==> config.mk <==
export PLATFORM = sky130hd
export DESIGN_NAME = serial_adder_flat
export DESIGN_NICKNAME = d
export VERILOG_FILES = /design/src/rtl/serial_adder_pkg.sv /design/src/rtl/serial_adder_if.sv /design/src/rtl/serial_adder_full_adder.sv /design/src/rtl/serial_adder.sv /design/src/flat_wrapper.sv
export SDC_FILE = /design/constraint.sdc
export NUM_CORES = 1
export LEC_CHECK = 0
export ABC_CLOCK_PERIOD_IN_PS = 1300
export BUFFER_PORTS_ARGS = -buffer_cell sky130_fd_sc_hd__buf_2
export CAP_MARGIN = 20
export CORE_MARGIN = 8
export CORE_UTILIZATION = 49
export CTS_CLUSTER_SIZE = 30
export DETAILED_ROUTE_END_ITERATION = 16
export PLACE_DENSITY = 0.8
export RECOVER_POWER = 100
export SLEW_MARGIN = 20
export SYNTH_ARGS = -nofsm -noshare
export SYNTH_HDL_FRONTEND = slang
export SYNTH_SLANG_ARGS = --single-unit
==> constraint.sdc <==
create_clock -name clk -period 1.3 [get_ports clk]
set_input_delay 0.26 -clock clk [delete_from_list [all_inputs] [get_ports clk]]
set_output_delay 0.26 -clock clk [all_outputs]
set_load 0.01 [all_outputs]
==> src/rtl/serial_adder_pkg.sv <==
// Shared definitions for the bit-serial adder: FSM state encoding and default width.
package serial_adder_pkg;

  localparam int DEFAULT_WIDTH = 8;

  typedef enum logic [1:0] {
    IDLE = 2'd0,
    RUN  = 2'd1,
    DONE = 2'd2
  } state_e;

endpackage

==> src/rtl/serial_adder_if.sv <==
// Request/result bundle between a client and serial_adder.
// The ovf signal exists only when SERIAL_ADDER_OVF_EN is defined.
interface serial_adder_if
  import serial_adder_pkg::*;
#(
  parameter int WIDTH = DEFAULT_WIDTH
) ();

  logic             start;
  logic [WIDTH-1:0] a;
  logic [WIDTH-1:0] b;
  logic             cin;
  logic             busy;
  logic             done;
  logic [WIDTH-1:0] sum;
  logic             cout;
`ifdef SERIAL_ADDER_OVF_EN
  logic             ovf;
`endif

  modport master (
    output start, a, b, cin,
    input  busy, done, sum, cout
`ifdef SERIAL_ADDER_OVF_EN
    , input ovf
`endif
  );

  modport slave (
    input  start, a, b, cin,
    output busy, done, sum, cout
`ifdef SERIAL_ADDER_OVF_EN
    , output ovf
`endif
  );

endinterface

==> src/rtl/serial_adder_full_adder.sv <==
// Single-bit combinational full-adder cell.
module full_adder (
  input  logic a,
  input  logic b,
  input  logic ci,
  output logic s,
  output logic co
);

  assign s  = a ^ b ^ ci;
  assign co = (a & b) | (a & ci) | (b & ci);

endmodule

==> src/rtl/serial_adder.sv <==
// LSB-first bit-serial adder: one full-adder cell and a carry flop, WIDTH cycles per add.
// Optional signed-overflow output is enabled with SERIAL_ADDER_OVF_EN.
module serial_adder
  import serial_adder_pkg::*;
#(
  parameter int WIDTH = DEFAULT_WIDTH
) (
  input logic           clk,
  input logic           rst_n,
  serial_adder_if.slave bus
);

  localparam int                CNT_W = (WIDTH > 1) ? $clog2(WIDTH) : 1;
  localparam logic [CNT_W-1:0]  LAST  = CNT_W'(WIDTH - 1);

  state_e           state_q;
  logic [WIDTH-1:0] a_q;
  logic [WIDTH-1:0] b_q;
  logic [WIDTH-1:0] ps_q;
  logic [WIDTH-1:0] ps_d;
  logic [WIDTH-1:0] sum_q;
  logic [CNT_W-1:0] cnt_q;
  logic             carry_q;
  logic             cout_q;
  logic             busy_q;
  logic             done_q;
  logic             s;
  logic             co;
`ifdef SERIAL_ADDER_OVF_EN
  logic             ovf_q;
`endif

  full_adder u_fa (
    .a  (a_q[0]),
    .b  (b_q[0]),
    .ci (carry_q),
    .s  (s),
    .co (co)
  );

  // New sum bit enters at the MSB so after WIDTH shifts bit 0 lands at the LSB.
  assign ps_d = {s, ps_q[WIDTH-1:1]};

  always_ff @(posedge clk or negedge rst_n) begin
    if (!rst_n) begin
      state_q <= IDLE;
      a_q     <= '0;
      b_q     <= '0;
      ps_q    <= '0;
      sum_q   <= '0;
      cnt_q   <= '0;
      carry_q <= 1'b0;
      cout_q  <= 1'b0;
      busy_q  <= 1'b0;
      done_q  <= 1'b0;
`ifdef SERIAL_ADDER_OVF_EN
      ovf_q   <= 1'b0;
`endif
    end else begin
      case (state_q)
        IDLE: begin
          done_q <= 1'b0;
          if (bus.start) begin
            a_q     <= bus.a;
            b_q     <= bus.b;
            carry_q <= bus.cin;
            cnt_q   <= '0;
            busy_q  <= 1'b1;
            state_q <= RUN;
          end
        end
        RUN: begin
          a_q     <= a_q >> 1;
          b_q     <= b_q >> 1;
          carry_q <= co;
          ps_q    <= ps_d;
          if (cnt_q == LAST) begin
            cnt_q   <= '0;
            sum_q   <= ps_d;
            cout_q  <= co;
`ifdef SERIAL_ADDER_OVF_EN
            // carry_q is the carry into the MSB on this last step
            ovf_q   <= carry_q ^ co;
`endif
            busy_q  <= 1'b0;
            done_q  <= 1'b1;
            state_q <= DONE;
          end else begin
            cnt_q <= cnt_q + 1'b1;
          end
        end
        DONE: begin
          done_q  <= 1'b0;
          state_q <= IDLE;
        end
        default: begin
          busy_q  <= 1'b0;
          done_q  <= 1'b0;
          state_q <= IDLE;
        end
      endcase
    end
  end

  assign bus.busy = busy_q;
  assign bus.done = done_q;
  assign bus.sum  = sum_q;
  assign bus.cout = cout_q;
`ifdef SERIAL_ADDER_OVF_EN
  assign bus.ovf  = ovf_q;
`endif

endmodule

==> src/flat_wrapper.sv <==
// flat-port wrapper written by rule: the top's interface ports become plain ports
module serial_adder_flat import serial_adder_pkg::*;
#(
  parameter int WIDTH = DEFAULT_WIDTH
)
  (clk, rst_n, bus_start, bus_a, bus_b, bus_cin, bus_busy, bus_done, bus_sum, bus_cout);
  serial_adder_if #(.WIDTH(WIDTH)) bus_i ();
  input logic clk;
  input logic rst_n;
  input wire logic [$bits(bus_i.start)-1:0] bus_start;
  input wire logic [$bits(bus_i.a)-1:0] bus_a;
  input wire logic [$bits(bus_i.b)-1:0] bus_b;
  input wire logic [$bits(bus_i.cin)-1:0] bus_cin;
  output wire logic [$bits(bus_i.busy)-1:0] bus_busy;
  output wire logic [$bits(bus_i.done)-1:0] bus_done;
  output wire logic [$bits(bus_i.sum)-1:0] bus_sum;
  output wire logic [$bits(bus_i.cout)-1:0] bus_cout;
  assign bus_i.start = bus_start;
  assign bus_i.a = bus_a;
  assign bus_i.b = bus_b;
  assign bus_i.cin = bus_cin;
  assign bus_busy = bus_i.busy;
  assign bus_done = bus_i.done;
  assign bus_sum = bus_i.sum;
  assign bus_cout = bus_i.cout;
  serial_adder #(.WIDTH(WIDTH)) u_core (.clk(clk), .rst_n(rst_n), .bus(bus_i));
endmodule
# Word-level counts from Yosys, hierarchy flattened
# Cells that the tools add are included.
# classes
addsub,1
n_bitwise,8
n_eq_ne,5
mux,17
reduce_logical,6
# op_table
op,count
$pmux 8 s2,2
$mux 8,2
$mux 3,2
$pmux 3 s2,1
$reduce_and 2->1,3
$mux 1,5
$mux 2,2
$pmux 2 s2,1
$add 3x1->3 const B,1
$and 1x1->1,3
$eq 3x3->1 const B,1
$pmux 1 s3,1
$reduce_and 3->1,1
$eq 2x1->1 const B,1
$eq 2x2->1 const B,1
$logic_not 2->1,1
$ne 2x1->1 const B,1
$ne 2x2->1 const B,1
$or 1x1->1,2
$pmux 1 s2,1
$reduce_bool 2->1,1
$xor 1x1->1,2
$not 1->1,1
# word_totals
ff_bits,41
out_inout_bits,11
wordCells,47
input_bits,20

# Logic depth before layout (Yosys ltp)
# Gate-level depths: netlist of run 1.
# depth
depth_word,4
depth_mapped,5
mapped_depth_nobuf,5

# Cells and area by module
# From an unflattened synthesis of run 1, not the netlist that was laid out.
# hier_totals
hier_cells,149
hier_area_um2,1735.4
# modules_own_cells
module,n_inst,area_per_inst_um2,cells_per_inst,seq_area_each_um2
serial_adder,1,1715.4,148,1001.0
full_adder,1,20.0,1,0.0

# Worst setup path after synthesis of run 1
# Ideal clock, no wire load.
# synth_timing
path_kind,flip-flop to flip-flop
from,register u_core.cnt_q[0]
to,register u_core.sum_q[7] (netlist: u_core.bus.sum[7])
setup_slack_ns,-0.097
stages_incl_launch_ff,5
t_arrival_ns,1.272
required_time_ns,1.175
period_less_slack_ns,1.397
n_path_buf,0
path_cell_list,dfrtp_1 > ha_1 > ha_1 > nand2_4 > mux2_4
# synth_between
elab_chain_len,2
# synth_rtl
item,line,text
start: declaration,serial_adder.sv:22,logic [CNT_W-1:0] cnt_q;
start signal: assignment,serial_adder.sv:89,cnt_q <= cnt_q + 1'b1;
$eq 3x3->1,serial_adder.sv:77,if (cnt_q == LAST) begin
$reduce_and 2->1 (no source line),-,
end signal: assignment,serial_adder.sv:79,sum_q <= ps_d;
end: declaration,serial_adder.sv:21,logic [WIDTH-1:0] sum_q;
# Every way passes these cells.
# A chain may end at the register's enable or synchronous reset.

# Worst setup path in the final report of run 1
# layout_timing
from,register u_core.cnt_q[0]
to,register u_core.sum_q[3] (netlist: u_core.bus.sum[3])
# The elaborated chain is that of the path after synthesis.

==> flow_summary.toml, run 1 <==
[critical_path]
cp.arrival_ns = 1.59
worstSetupPathType = "register to register"
crit_fanout = 6
critPathRequiredTime_ns = 1.55
rr_startpoint = "u_core.cnt_q[0]$_DFFE_PN0P_"
crit_path_start = "u_core.cnt_q[0]$_DFFE_PN0P_"
start_kind = "register"
worstSetupEndpointType = "register"

[detailed_routing]
wirelength_um = 3860
via_per_inst = 5.22
first_pass_iters = 4
wl_per_cell_um = 15.1
postRouteAntennaNets = 0
drt_iter0_markers = 117
drc = 0
num_vias = 1336

[yosys]
synth_most_common_cell = "dfrtp_1"
synth_fp_nets = 180
synth_top_area_share_pct = 56.2
synth_seq_cells = 40
netlist_area_mm2 = 0.00178
ys_top_cells_by_count = "dfrtp_1, nand2_1, mux2_4"
avgSynthCellArea_um2 = 11.3
yosysSeqAreaShare_pct = 56.2
synth_area_leader_cell = "dfrtp_1"
synth-edff-count = 0
async_flop_share_pct = 100
ys_warn_count = 0
synthFlopType = "dfrtp_1"
synthTopCellsByArea = "dfrtp_1, mux2_4, nand2_1"
synth.distinct_cells = 30
syn_inst = 157

[status]
violations = "setup timing"
outcome = "finished with violations"

[floorplan]
die-area_mm2 = 0.00582
dieHeight_um = 76.3
die_w_um = 76.3
coreArea_mm2 = 0.00358
rows = 22
initial_core_util_pct = 49.8
io_pins = 31

[timing]
fmax_mhz = 749
hold_viol = 0
period_minus_slack_ns = 1.33
clock_skew_ns = 0.00713
worst_slack_ns = -0.0345
worst_pin_slew_ns = 0.445
setup_viol = 11
post-route-period-util_pct = 103
rsz0062_at_grt = "true"
drv_slew = 0
max_slew_margin_pct = 70.3

[clock_network]
clk_pin_slew_ns = 0.12
cts_made_buffers = 5
clk_latency_ns = 0.35
clock-root-buffer = "clkbuf_4"
cts_tree = "built"
clock-sinks = 40
cts.path.max_buffers = 2
htreeDepth = 2

[final_layout]
multiInputGateArea_um2 = 782
ff_latch_area_mm2 = 0.00100
antenna_cells = 0
fin_area_mm2 = 0.00224
fillers = 299
drive_above_1_share_pct = 33.2
nets = 230
syn_to_final_growth_pct = 25.8

[power]
leakagePower_nw = 1.09
p_per_area_mw_per_mm2 = 2400
vdd_ir_drop_max_uv = 994

[placement]
place_ws_ns = -0.0558
placed_area_mm2 = 0.00211
gp_congestion = 0.781
port_buffers = 30
dpl.hpwl_um = 2890

[global_route]
grt_use_met3_pct = 4.72
grt_busiest_layer = "met2"
grt_use_met2_pct = 22.4
grt_util_all_layers_pct = 14.2
grt_max_degree = 20
grt_pass1_wl_um = 6840
overflow = 0
first_global_vias = 1459
antenna_found_initial = 0
grtUsageMet1_pct = 17.3

[hold_path]
hp-class = "input pin to register"
min-delay-start = "bus_b[7]"

[job]
max_cap_viol_count = 0
==> registers in the layout, summed over array words and instances (netlist names) <==
signal	cells
u_core.bus.cout	1
u_core.bus.sum	8
u_core.b_q	8
u_core.bus.done	1
u_core.ps_q	7
u_core.bus.busy	1
u_core.cnt_q	3
u_core.a_q	8
u_core.carry_q	1
u_core.state_q	2
==> logic make-up (layout without fill, tap and decap cells) <==
logic type / count (synthesis) / count (layout) / share of synthesized area [%]
AO/OA/AOI/OAI: 30 / 30 / 13.3
flip-flops: 40 / 40 / 56.2
buffers and inverters: 14 / 64 / 3.44
multiplexers: 9 / 9 / 7.58
adder cells (fa/ha/maj): 3 / 3 / 2.53
AND/OR/NAND/NOR: 61 / 62 / 17.0
==> power by group <==
part	switching, mW	internal, mW	total (mW)
registers	0.413	1.84	2.25
clock network	0.420	0.401	0.821
logic	1.08	1.23	2.31
==> layout by cell type (no fill, tap or decap), drive strengths merged, types with 3 or more instances in the layout <==
cell / synthesis / final
a22oi: 4 / 4
a2bb2oi: 5 / 5
buf: 5 / 32
clkbuf: 3 / 22
dfrtp: 40 / 40
inv: 6 / 6
mux2: 9 / 9
nand2: 30 / 31
nand2b: 3 / 3
nand3: 4 / 4
nand3b: 7 / 7
nor2: 7 / 7
nor2b: 3 / 3
nor3: 3 / 3
o21ai: 6 / 6
o221a: 3 / 3
o22a: 5 / 5
==> layer usage <==
| layer | wire (µm) | share of wire, % |
|---|---|---|
| met5 | 0 | 0 |
| met4 | 48 | 1.2 |
| met3 | 196 | 5.1 |
| met2 | 1790 | 46 |
| met1 | 1820 | 47 |
==> worst max-delay path: stages, from the launching register on <==
cell and delay, ns:
dfrtp_1 0.42, ha_2 0.20, ha_4 0.21, nand2_4 0.11
mux2_4 0.30
==> through the flow <==
stage | power (mW) | TNS, ns | util [%] | hold slack, ns | std cells
after floorplan | 3.69 | 0 | - | -0.0356 | 157
after global placement | 4.37 | 0 | 59.1 | 0.213 | 242
after detailed placement | 4.53 | -0.442 | 59.1 | 0.232 | 242
after CTS | 5.40 | -0.243 | 62.4 | 0.122 | 254
after global routing | 5.78 | -0.686 | 62.7 | 0.138 | 256
final | 5.38 | -0.262 | 62.7 | 0.134 | 256
==> area by class of cell <==
class                   count  share of cell area (%)
well taps                  48                    2.68
inverters                   6                    1.00
repair buffers             50                    13.2
flip-flops and latches     40                    44.7
multi-input cells         104                    34.9
clock buffers               5                    1.67
clock inverters             3                    1.90
==> worst paths after layout <==
| check | endpoint | slack [ns] | cells after the start |
|---|---|---|---|
| setup / recovery | u_core.bus.sum[3]$_DFFE_PN0P_ | -0.03 | 4 |
| hold / removal | u_core.b_q[7]$_DFFE_PN0P_ | 0.13 | 3 |
| max in group asynchronous | u_core.state_q[0]$_DFFE_PN0P_ | 0.13 | 3 |
| setup reg to reg | u_core.bus.sum[3]$_DFFE_PN0P_ | -0.03 | 4 |
| min in group asynchronous | u_core.ps_q[2]$_DFFE_PN0P_ | 0.37 | 2 |
| hold reg to reg | u_core.ps_q[1]$_DFFE_PN0P_ | 0.51 | 2 |
==> what timing repair did <==
action                                  CTS  global route
setup buffers                             2             2
gates resized for setup                   1            10
hold endpoints to repair                 17             0
cloned                                    1             0
hold buffers                              1             0
endpoints found under the setup margin   10            24
pin swaps                                 3             2
(Power assumes the default switching activity.)
==> run 2, diff against run 1 <==
- PLACE_DENSITY: 0.8 -> 0.74
- SETUP_SLACK_MARGIN: default -> 0.1
==> run 2 against run 1 <==
The flow now finishes without violations. Total power rose by 4.9%. Clock skew increased by 0.0050 ns. First-iteration DRC count down 26%. Non-clock buffer count up 13. Core utilization increased by 5.1 points. Die area stayed put. Combinational power up 19%.
==> flow_summary.toml, run 2 (synthesis results as in run 1) <==
[timing]
drv_slew = 0
setup_viol = 0
max_slew_margin_pct = 64.4
clock_skew_ns = 0.0122
period_minus_slack_ns = 1.30
holdWs_ns = 0.151
final.setup.tns_ns = 0
post-route-period-util_pct = 99.7
rsz0062_at_grt = "true"
worst_pin_slew_ns = 0.534
hold_viol = 0
fmax_mhz = 772

[clock_network]
cts.path.max_buffers = 2
clock-root-buffer = "clkbuf_4"
cts_tree = "built"
clk_pin_slew_ns = 0.12
clock-sinks = 40
clk_latency_ns = 0.35
cts_made_buffers = 5
htreeDepth = 2

[final_layout]
layout.cells.most_common = "dfrtp_1"
nets = 243
drive_above_1_share_pct = 43.4
fillers = 286
final_util_pct = 67.8
antenna_cells = 0
syn_to_final_growth_pct = 36.1
layout_common_cells = "dfrtp_1, nand2_1, buf_2"
instances_no_fill = 269

[global_route]
grt_pass1_wl_um = 7000
first_global_vias = 1484
antenna_found_initial = 0
grt_util_all_layers_pct = 14.5
grt_max_degree = 41
overflow = 0

[hold_path]
min_to = "u_core.carry_q$_DFFE_PN0P_"
min-delay-start = "bus_cin"
hp-class = "input pin to register"
hold_depth = 3

[critical_path]
critPathRequiredTime_ns = 1.55
start_kind = "register"
worstSetupPathType = "register to register"
worst-r2r-setup-slack_ns = 0.004
reg2reg_to = "u_core.bus.sum[5]$_DFFE_PN0P_"
rr_startpoint = "u_core.cnt_q[1]$_DFFE_PN0P_"
cp.arrival_ns = 1.54
reg2reg_depth = 4
worstSetupEndpointType = "register"
crit_fanout = 5

[power]
p_per_area_mw_per_mm2 = 2330
finalPower_mw = 5.65
vdd_ir_drop_max_uv = 1050
leakagePower_nw = 1.18

[floorplan]
rows = 22
die-area_mm2 = 0.00582
die_w_um = 76.3
dieHeight_um = 76.3
coreArea_mm2 = 0.00358
io_pins = 31
initial_core_util_pct = 49.8

[detailed_routing]
wirelength_um = 4200
num_vias = 1415
drc = 0
first_pass_iters = 4
drt_iter0_markers = 86
via_per_inst = 5.26
wl_per_cell_um = 15.6
postRouteAntennaNets = 0

[job]
max_cap_viol_count = 0

[placement]
dpl.hpwl_um = 2760
gp_congestion = 0.789
port_buffers = 30
dp.cells = 242

[status]
outcome = "complete, no violations"
-- run 2: cell types whose count changed in the layout (fill, tap and decap cells not counted), moves of 2 or more --
cell,previous run,this run
a2bb2oi_2,0,4
nor3_1,3,1
nor2b_1,2,0
buf_6,2,5
a211oi_2,0,2
buf_2,18,20
buf_4,11,18
a211oi_1,2,0
nor3_2,0,2
a2bb2oi_1,5,1
o21ai_1,0,2
o21ai_0,6,3
-- run 2: final cells by class --
type	count	area (µm²)	area share, %
well taps	48	60.1	2.48
multi-input cells	104	861	35.5
inverters	6	22.5	0.929
clock buffers	6	51.3	2.12
flip-flops and latches	40	1000	41.3
repair buffers	63	419	17.3
clock inverters	2	10.0	0.413
-- run 2: timing repair --
| item | 4_1_cts | 5_1_grt |
|---|---|---|
| setup endpoints to repair | 38 | 39 |
| hold buffers | 1 | 0 |
| resized for setup | 17 | 27 |
| gates cloned | 1 | 1 |
| endpoints found under the hold margin | 40 | 0 |
| setup buffers | 8 | 8 |
| pin swaps | 8 | 10 |
-- run 2: worst max-delay path by stage --
stage                                     start                             to  slack [ns]  cells after the start
floorplan           u_core.cnt_q[0]$_DFFE_PN0P_    u_core.bus.cout$_DFFE_PN0P_        0.03                      4
global placement    u_core.cnt_q[1]$_DFFE_PN0P_  u_core.bus.sum[7]$_DFFE_PN0P_        0.01                      4
detailed placement  u_core.cnt_q[1]$_DFFE_PN0P_  u_core.bus.sum[5]$_DFFE_PN0P_       -0.03                      4
CTS                 u_core.cnt_q[0]$_DFFE_PN0P_  u_core.bus.sum[1]$_DFFE_PN0P_       -0.02                      4
global route        u_core.cnt_q[0]$_DFFE_PN0P_  u_core.bus.sum[1]$_DFFE_PN0P_       -0.03                      4
finish              u_core.cnt_q[1]$_DFFE_PN0P_  u_core.bus.sum[5]$_DFFE_PN0P_       0.004                      4
-- run 2: report_power, final --
part / internal [mW] / switching [mW] / total [mW]
logic: 1.50 / 1.26 / 2.76
registers: 1.84 / 0.388 / 2.22
clock network: 0.258 / 0.403 / 0.661
total: 3.60 / 2.05 / 5.65
-- run 2: routing by layer --
metal / GRT usage [%] / wire (µm) / share of wire [%] / vias to the layer above
met5: 0 / 0 / 0 / -
met4: 4.62 / 49 / 1.2 / 0
met3: 5.54 / 282 / 6.7 / 5
met2: 23.1 / 1980 / 47 / 49
met1: 17.6 / 1880 / 45 / 684
li1: - / - / - / 677
-- run 2: through the flow --
step	instance area, µm²	setup WS [ns]
final	2420	0.00448
after global routing	2420	-0.0251
after CTS	2320	-0.0157
after detailed placement	2120	-0.0302
after global placement	2120	0.0107
after floorplan	1820	0.0283
-- run 2: critical path: stages, from the launching register on --
cell and delay [ns]:
dfrtp_1 0.39, ha_2 0.20, ha_4 0.20, nand2_8 0.11
mux2_4 0.30
==> run 3, diff against run 2 <==
- ABC_AREA: default -> 1
- CAP_MARGIN: 20 -> 15
- PLACE_DENSITY: 0.74 -> 0.73
==> run 3 against run 2 <==
Routed wire length is 4.7% lower. Clock power rose by 28%. Largest power group unchanged. Clock skew fell by 0.0097 ns. Critical path type unchanged. Critical endpoint is now u_core.ps_q[7]$_DFFE_PN0P_. Die area is 7.3% higher.
==> flow_summary.toml, run 3 <==
[yosys]
ys_warn_count = 0
yosysSeqAreaShare_pct = 51.4
netlist_area_mm2 = 0.00195
synth_area_leader_cell = "dfrtp_1"
ys_top_cells_by_count = "nand2_1, nand3_1, dfrtp_1"
syn_inst = 229
synthTopCellsByArea = "dfrtp_1, nand3_1, nand2_1"
synth_fp_nets = 252
synth_seq_cells = 40
synth-edff-count = 0
avgSynthCellArea_um2 = 8.50
async_flop_share_pct = 100
synth_top_area_share_pct = 51.4
synth_most_common_cell = "nand2_1"
synthFlopType = "dfrtp_1"
synth.distinct_cells = 19

[final_layout]
final_util_pct = 61.1
ff_latch_area_mm2 = 0.00100
drive_above_1_share_pct = 26.0
antenna_cells = 0
fillers = 350
multiInputGateArea_um2 = 772
instances_no_fill = 323
fin_area_mm2 = 0.00239
layout_common_cells = "nand2_1, nand3_1, dfrtp_1"
layout.cells.most_common = "nand2_1"
syn_to_final_growth_pct = 22.8
nets = 295

[clock_network]
cts_tree = "built"
clock-root-buffer = "clkbuf_8"
cts.path.max_buffers = 2
htreeDepth = 2
clk_latency_ns = 0.29
cts_made_buffers = 5
clock-sinks = 40
clk_pin_slew_ns = 0.08

[placement]
dp.cells = 305
port_buffers = 30
dpl.hpwl_um = 2640
place_ws_ns = -0.00955
placed_area_mm2 = 0.00214
gp_congestion = 0.773

[hold_path]
hp-class = "input pin to register"
min-delay-start = "bus_a[7]"
min_to = "u_core.a_q[7]$_DFFE_PN0P_"
hold_depth = 3

[timing]
fmax_mhz = 822
rsz0062_at_grt = "true"
final.setup.tns_ns = 0
post-route-period-util_pct = 93.6
max_slew_margin_pct = 64.1
holdWs_ns = 0.184
drv_slew = 0
setup_viol = 0
hold_viol = 0
clock_skew_ns = 0.00244
worst_slack_ns = 0.0830
worst_pin_slew_ns = 0.539
period_minus_slack_ns = 1.22

[critical_path]
worstSetupPathType = "register to register"
reg2reg_depth = 3
crit_path_start = "u_core.a_q[0]$_DFFE_PN0P_"
cp.arrival_ns = 1.43
start_kind = "register"
worst-r2r-setup-slack_ns = 0.08
critPathRequiredTime_ns = 1.52
reg2reg_to = "u_core.ps_q[7]$_DFFE_PN0P_"
worstSetupEndpointType = "register"
rr_startpoint = "u_core.a_q[0]$_DFFE_PN0P_"
crit_fanout = 2

[floorplan]
die_w_um = 79.0
dieHeight_um = 79.0
initial_core_util_pct = 49.7
io_pins = 31
rows = 23
die-area_mm2 = 0.00625
coreArea_mm2 = 0.00391

[power]
leakagePower_nw = 1.26
p_per_area_mw_per_mm2 = 2340
vdd_ir_drop_max_uv = 1040
finalPower_mw = 5.59

[global_route]
antenna_found_initial = 0
grt_pass1_wl_um = 6720
grt_max_degree = 41
grt_util_all_layers_pct = 13.4
overflow = 0
first_global_vias = 1512

[detailed_routing]
via_per_inst = 4.90
wirelength_um = 4000
wl_per_cell_um = 12.4
num_vias = 1584
postRouteAntennaNets = 0
first_pass_iters = 4
drc = 0
drt_iter0_markers = 70

[status]
outcome = "complete, no violations"

[job]
max_cap_viol_count = 0
-- run 3: changes by cell type after synthesis, sizes merged, moves of 3 or more --
cell     before  now
nand3         4   48
inv           6   41
nand2        30   59
o21ai         6   19
mux2          9    0
nand3b        7    0
buf           5   11
a2bb2oi       5    0
o22a          5    0
a22oi         4    0
nand2b        3    0
nor2b         3    0
nor3          3    0
o221a         3    0
-- run 3: layout make-up --
class / count / share of cell area, %
Clock inverter: 2 / 0.419
Inverter: 41 / 6.65
Timing Repair Buffer: 47 / 12.7
Sequential cell: 40 / 41.9
Tap cell: 50 / 2.62
Clock buffer: 6 / 3.45
Multi-Input combinational cell: 137 / 32.3
-- run 3: kinds of logic (layout without fill, tap and decap cells) --
kind of cell | count (synthesis) | count (layout) | share of synthesized area (%)
AO/OA/AOI/OAI | 20 | 20 | 6.68
buffers and inverters | 53 | 96 | 13.2
flip-flops | 40 | 40 | 51.4
AND/OR/NAND/NOR | 113 | 114 | 26.4
adder cells (fa/ha/maj) | 3 | 3 | 2.31
-- run 3: power by group --
group	internal, mW	switching [mW]
sequential	1.81	0.360
combinational	1.12	1.45
clock	0.423	0.423
total	3.35	2.24
-- run 3: layer usage --
| metal | part of all wire, % | GRT usage (%) |
|---|---|---|
| met5 | 0 | 0 |
| met3 | 5.0 | 4.06 |
| met1 | 48 | 16.7 |
| met2 | 46 | 21.5 |
| met4 | 1.2 | 4.44 |
-- run 3: repair_timing --
| item | CTS | global route |
|---|---|---|
| setup buffers | 2 | 6 |
| hold buffers | 1 | 0 |
| hold endpoints to repair | 40 | 0 |
| pin swaps | 1 | 7 |
| gates resized for setup | 7 | 19 |
| cloned | 1 | 0 |
| setup endpoints to repair | 29 | 29 |
-- run 3: critical path, cell delays in order (launching register included) --
cell and delay [ns]:
dfrtp_1 0.41, fa_2 0.58, inv_2 0.03, o21ai_0 0.12
-- run 3: worst max-delay path by stage --
stage / end / slack [ns] / cells after the start
2_1_floorplan: u_core.bus.sum[6]$_DFFE_PN0P_ / 0.12 / 6
3_3_place_gp: u_core.bus.sum[0]$_DFFE_PN0P_ / 0.04 / 6
3_5_place_dp: u_core.bus.sum[0]$_DFFE_PN0P_ / -0.01 / 6
4_1_cts: u_core.bus.busy$_DFFE_PN0P_ / 0.08 / 5
5_1_grt: u_core.cnt_q[0]$_DFFE_PN0P_ / 0.04 / 5
6_report: u_core.ps_q[7]$_DFFE_PN0P_ / 0.08 / 3
